**config.mk**
```make
export PLATFORM = sky130hd
export DESIGN_NAME = mac_scheduler
export DESIGN_NICKNAME = d
export VERILOG_FILES = /design/src/rtl/mac_scheduler.sv
export SDC_FILE = /design/constraint.sdc
export NUM_CORES = 1
export LEC_CHECK = 0
export CAP_MARGIN = 40
export CORE_MARGIN = 3
export CORE_UTILIZATION = 61
export CTS_BUF_LIST = sky130_fd_sc_hd__clkbuf_16
export DETAILED_ROUTE_END_ITERATION = 6
export GPL_TIMING_DRIVEN = 1
export PLACE_DENSITY = 0.9
export SYNTH_ARGS = -nofsm -noshare
export SYNTH_HDL_FRONTEND = slang
export SYNTH_SLANG_ARGS = --single-unit
```
**constraint.sdc**
```tcl
create_clock -name clk -period 10.4 [get_ports clk]
set_input_delay 2.08 -clock clk [delete_from_list [all_inputs] [get_ports clk]]
set_output_delay 2.08 -clock clk [all_outputs]
set_load 0.005 [all_outputs]
```
**src/rtl/mac_scheduler.sv**
```systemverilog
`default_nettype none
// ============================================================================
// Module      : mac_scheduler
// Description : Sequences one job of N back-to-back operations through the
//               SD4 MAC pipeline. Issues buffer reads, holds the exponent
//               bias for the job, tracks in-flight ops with a valid-tag
//               pipeline and collects results into a valid/ready FIFO.
//               Issue is credit-gated against FIFO space because the MAC
//               pipeline cannot stall.
// Revision    : 1.0 - initial release
// ============================================================================
module mac_scheduler #(
    parameter int PIPE_LAT   = 5,
    parameter int ADDR_W     = 10,
    parameter int CNT_W      = 10,
    parameter int FIFO_DEPTH = 8
) (
    input  logic              clk,
    input  logic              rst,
    input  logic              start,
    input  logic [CNT_W-1:0]  num_ops,
    input  logic [ADDR_W-1:0] img_base,
    input  logic [ADDR_W-1:0] wgt_base,
    input  logic [4:0]        exp_bias_cfg,
    output logic              busy,
    output logic              done,
    output logic              img_rd_en,
    output logic [ADDR_W-1:0] img_rd_addr,
    output logic              wgt_rd_en,
    output logic [ADDR_W-1:0] wgt_rd_addr,
    output logic [4:0]        mac_exp_bias,
    input  logic [15:0]       mac_out,
    output logic              out_valid,
    output logic [15:0]       out_data,
    input  logic              out_ready
);

    localparam int c_PW = $clog2(FIFO_DEPTH);
    localparam int c_CW = c_PW + 1;
    localparam logic [c_CW:0] c_DEPTH = (c_CW+1)'(FIFO_DEPTH);

    localparam logic [1:0] c_IDLE  = 2'd0;
    localparam logic [1:0] c_RUN   = 2'd1;
    localparam logic [1:0] c_DRAIN = 2'd2;
    localparam logic [1:0] c_DONE  = 2'd3;

    logic [1:0]        r_state;
    logic [1:0]        w_next_state;
    logic [CNT_W-1:0]  r_num_ops;
    logic [CNT_W-1:0]  r_issued;
    logic [ADDR_W-1:0] r_img_addr;
    logic [ADDR_W-1:0] r_wgt_addr;
    logic [4:0]        r_exp_bias;
    logic [PIPE_LAT:0] r_tags;
    logic [15:0]       r_mem [FIFO_DEPTH];
    logic [c_PW-1:0]   r_wr_ptr;
    logic [c_PW-1:0]   r_rd_ptr;
    logic [c_CW-1:0]   r_count;
    logic [c_CW-1:0]   w_inflight;
    logic [c_CW:0]     w_occupancy;
    logic              w_issue;
    logic              w_accept;
    logic              w_push;
    logic              w_pop;

    // Count set tags: every op between issue and FIFO push holds one credit.
    always_comb begin
        w_inflight = '0;
        for (int i = 0; i <= PIPE_LAT; i++) begin
            w_inflight = w_inflight + c_CW'(r_tags[i]);
        end
    end

    assign w_occupancy = {1'b0, r_count} + {1'b0, w_inflight};
    assign w_issue     = (r_state == c_RUN) && (w_occupancy < c_DEPTH);
    assign w_accept    = (r_state == c_IDLE) && start;
    assign w_push      = r_tags[PIPE_LAT];
    assign w_pop       = (r_count != '0) && out_ready;

    // State register.
    always_ff @(posedge clk or negedge rst) begin
        if (!rst) r_state <= c_IDLE;
        else      r_state <= w_next_state;
    end

    // Next-state logic; RUN leaves on the edge issuing the last op.
    always_comb begin
        w_next_state = r_state;
        case (r_state)
            c_IDLE:  if (start) w_next_state = (num_ops == '0) ? c_DONE : c_RUN;
            c_RUN:   if (w_issue && (r_issued == r_num_ops - CNT_W'(1)))
                         w_next_state = c_DRAIN;
            c_DRAIN: if ((w_inflight == '0) && (r_count == '0))
                         w_next_state = c_DONE;
            default: w_next_state = c_IDLE;
        endcase
    end

    // Job configuration, latched only when a start is accepted.
    always_ff @(posedge clk or negedge rst) begin
        if (!rst) begin
            r_num_ops  <= '0;
            r_exp_bias <= '0;
        end else if (w_accept) begin
            r_num_ops  <= num_ops;
            r_exp_bias <= exp_bias_cfg;
        end
    end

    // Read addresses and issue counter; addresses wrap modulo 2^ADDR_W.
    always_ff @(posedge clk or negedge rst) begin
        if (!rst) begin
            r_img_addr <= '0;
            r_wgt_addr <= '0;
            r_issued   <= '0;
        end else if (w_accept) begin
            r_img_addr <= img_base;
            r_wgt_addr <= wgt_base;
            r_issued   <= '0;
        end else if (w_issue) begin
            r_img_addr <= r_img_addr + ADDR_W'(1);
            r_wgt_addr <= r_wgt_addr + ADDR_W'(1);
            r_issued   <= r_issued + CNT_W'(1);
        end
    end

    // Valid-tag shift register: one buffer-read cycle plus MAC latency.
    always_ff @(posedge clk or negedge rst) begin
        if (!rst) r_tags <= '0;
        else      r_tags <= {r_tags[PIPE_LAT-1:0], w_issue};
    end

    // Result FIFO storage; written when a tag leaves the pipeline.
    always_ff @(posedge clk or negedge rst) begin
        if (!rst) begin
            for (int i = 0; i < FIFO_DEPTH; i++) r_mem[i] <= '0;
        end else if (w_push) begin
            r_mem[r_wr_ptr] <= mac_out;
        end
    end

    // FIFO pointers and occupancy; simultaneous push and pop keep the count.
    always_ff @(posedge clk or negedge rst) begin
        if (!rst) begin
            r_wr_ptr <= '0;
            r_rd_ptr <= '0;
            r_count  <= '0;
        end else begin
            if (w_push) r_wr_ptr <= r_wr_ptr + c_PW'(1);
            if (w_pop)  r_rd_ptr <= r_rd_ptr + c_PW'(1);
            case ({w_push, w_pop})
                2'b10:   r_count <= r_count + c_CW'(1);
                2'b01:   r_count <= r_count - c_CW'(1);
                default: r_count <= r_count;
            endcase
        end
    end

    assign busy         = (r_state != c_IDLE);
    assign done         = (r_state == c_DONE);
    assign img_rd_en    = w_issue;
    assign wgt_rd_en    = w_issue;
    assign img_rd_addr  = r_img_addr;
    assign wgt_rd_addr  = r_wgt_addr;
    assign mac_exp_bias = r_exp_bias;
    assign out_valid    = (r_count != '0);
    assign out_data     = r_mem[r_rd_ptr];

endmodule
`default_nettype wire
```
==> metrics.txt <==
status finished clean; syn avg cell area 13.19 µm²; FP Rows 44; Sw Pwr 1165 µW; post-synth net total 769; Reg-to-Reg Start r_tags[0]$_DFF_PN0_; Leak about 0.0047 µW; Resized Gates After CTS 0; R2R Setup Slk 6040 ps; power share of the combinational group 0.426; slowest cell on the critical path clkdlybuf4s50_1; crit path from r_tags[0]$_DFF_PN0_; clock share of power 0.184; Final ANT Viol Nets 0; Max-cap violations 0; final setup violation count 0; clk sinks 191; yosys warns 0; routed vias/inst 6.024; clk root buf clkbuf_16; dominant cells by area after synthesis dfrtp_1 (52%), mux2_2 (18%), mux4_2 (7.9%), nand2_1 (3.6%), ha_1 (2.2%); Die W around 130 µm; largest net degree at the start of global routing 64; core area approximately 15000 µm²; Synth Flop Type dfrtp_1; diode count 0; clk slew on worst S/H paths 70 ps; htree depth 4; max incr delay on CP between 500 and 600 ps; Vias around 6000; sw frac 0.3217; Slew Viols, Final 0; Port Buffers 100; DR iter-0 viols 410; Tot Pwr 3623 µW; HPWL Detailed about 13 mm; Filler cells around 860; Setup CP Type register to primary output; TritonCTS clock tree done; power per cell area 326.7 nW/µm²; Slew @ Worst Pin 887.6 ps; CP cell instances fa_1 -> inv_1 -> fa_1 -> inv_1 -> ha_1 -> fa_1 -> ha_1 -> a31o_1 -> a2111oi_4 -> buf_4 -> clkdlybuf4s50_1; first-pass GRT wire length roughly 33 mm; Max Root-Sink Buffers 2; Worst Skew 4.886 ps; layout cell share with drive strength beyond 1 0.2999; count leader, synth dfrtp_1; GRT Util Overall 0.2511; Most common cell on crit path fa_1; Routed WL per cell 19.76 µm; sequential cell area fraction in the yosys report 0.5220; fmax about 160 MHz; WP data arrival 4370 ps; Reg power frac 0.390; CP endpoint kind primary output; reg2reg end r_state[1]$_DFFE_PN0P_; largest area contributor in the netlist dfrtp_1; RSZ-0062 raised after global routing false; WL final 19.58 mm; Tightest Hold Check Type register to register; gpl congestion 0.7904; Hold Crit Depth 0; initial antenna violation count 0; Post-synth EDFFs 0; Final period util 0.6203; setup bufs post-CTS 0; startpoint types register; synth unique cells 51; top-area cell type share of the netlist area 0.5220; Congestion Overflow GR 0; asr flop ratio synth 1.000; Initial Utilization 0.6276; Cell Int Power roughly 2500 µW; Num CTS Buffers 17; vias in the first global route 6378; DIE AREA 16520 µm²; end point of the critical path img_rd_en; Hold-fix buffers, CTS 0; Fin. Hold Viols 0; commonest cells in the netlist dfrtp_1 (191), mux2_2 (146), nand2_1 (89), mux4_2 (32), o21ai_0 (28); DRT Pass-1 Iters 4; #FFs+latches synth 191; Fin Setup TNS 0 ps; DR DRC count 0; synthesized netlist cell count roughly 700; WP data required between 8000 and 9000 ps; Clock Latency Late Sink 420 ps; slew margin rel. 0.4083; Top Ports 101; Netlist Area Pre-Place 9156 µm²; Reg2Reg Depth 14; Die Ht 128.5 µm; Worst IR Drop VDD 0.0001545 V; Final min period 6451 ps; area grow syn2layout 21.09%; crit path max fanout 20; Net count, final 870
## area by class of cell
cell class	instances	area, µm²	share of cell area
Clock buffer	17	425.4	0.03837
Sequential cell	191	4782	0.4313
Timing Repair Buffer	115	1197	0.1080
Tap cell	184	230.2	0.02077
Clock inverter	14	175.2	0.01580
Multi-Input combinational cell	454	4217	0.3803
Inverter	16	60.06	0.005417
## registers in the layout (all words and copies together) (netlist names), 4 cells and up
name          flops
img_rd_addr      10
mac_exp_bias      5
r_count           4
r_issued         10
r_mem           128
r_num_ops        10
r_tags            6
wgt_rd_addr      10
## per-stage QoR
stage | instance area (µm²) | instances | utilization | worst slack, ps | hold WS [ps]
after global placement | 10340 | 952 | 0.7090 | 4484 | 360.6
final | 11090 | 991 | 0.7599 | 3949 | 377.5
after global routing | 11090 | 991 | 0.7599 | 3814 | 393.8
after detailed placement | 10490 | 960 | 0.7188 | 4432 | 368.7
after CTS | 11090 | 991 | 0.7599 | 3910 | 381.4
after floorplan | 9156 | 694 | - | 4768 | 353.7
## worst min-delay path by stage
stage,start,to
2_1_floorplan,r_tags[4]$_DFF_PN0_,r_tags[5]$_DFF_PN0_
3_5_place_dp,r_tags[4]$_DFF_PN0_,r_tags[5]$_DFF_PN0_
5_1_grt,r_tags[4]$_DFF_PN0_,r_tags[5]$_DFF_PN0_
6_report,r_tags[4]$_DFF_PN0_,r_tags[5]$_DFF_PN0_
3_3_place_gp,r_tags[4]$_DFF_PN0_,r_tags[5]$_DFF_PN0_
4_1_cts,r_tags[4]$_DFF_PN0_,r_tags[5]$_DFF_PN0_
## per-layer routing
metal / vias to the layer above / wire length (µm) / track usage
li1: 2678 / - / -
met1: 3089 / 8055 / 0.3275
met2: 181 / 10290 / 0.4306
met3: 22 / 994 / 0.05853
met4: 0 / 238 / 0.06300
met5: - / 0 / 0
## cells by family after synthesis
family                     Yosys count  share of synthesized area
muxes                              183                     0.2643
DFF                                191                     0.5220
xor gates and xnor gates            41                    0.03922
AOI/OAI and AO/OA                   49                    0.03717
buffers and inverters               49                    0.02145
adders and majority gates           20                    0.03061
and+or+nand+nor                    161                    0.08527
## power by group through the flow
| stage | registers [µW] | logic, µW | clock network (µW) |
|---|---|---|---|
| finish | 1410 | 1540 | 665 |
| global route | 1460 | 1680 | 706 |
| CTS | 1410 | 1570 | 674 |
| detailed placement | 1410 | 1540 | 0 |
| global placement | 1380 | 1430 | 0 |
| floorplan | 1280 | 1060 | 0 |
## critical path: cells and delay by family (launching register included)
kind                       cells  cell delay [ps]
buffers and inverters          4              980
adders and majority gates      5             2010
AOI/OAI and AO/OA              2              570
DFF                            1              400
## layout by cell type, fill, tap and decap left out, drive strengths merged, types with 4 or more instances in the layout
| cell | n |
|---|---|
| dfrtp | 191 |
| mux2 | 147 |
| clkdlybuf4s50 | 99 |
| nand2 | 89 |
| mux4 | 32 |
| o21ai | 30 |
| xor2 | 21 |
| xnor2 | 20 |
| nor2 | 19 |
| inv | 17 |
| clkbuf | 17 |
| ha | 16 |
| buf | 16 |
| and3 | 8 |
| clkinv | 8 |
| nand4 | 7 |
| nor4 | 6 |
| nor3 | 6 |
| or3 | 5 |
| a21oi | 5 |
| mux2i | 4 |
| fa | 4 |
| bufinv | 4 |
(Power assumes the default switching activity.)
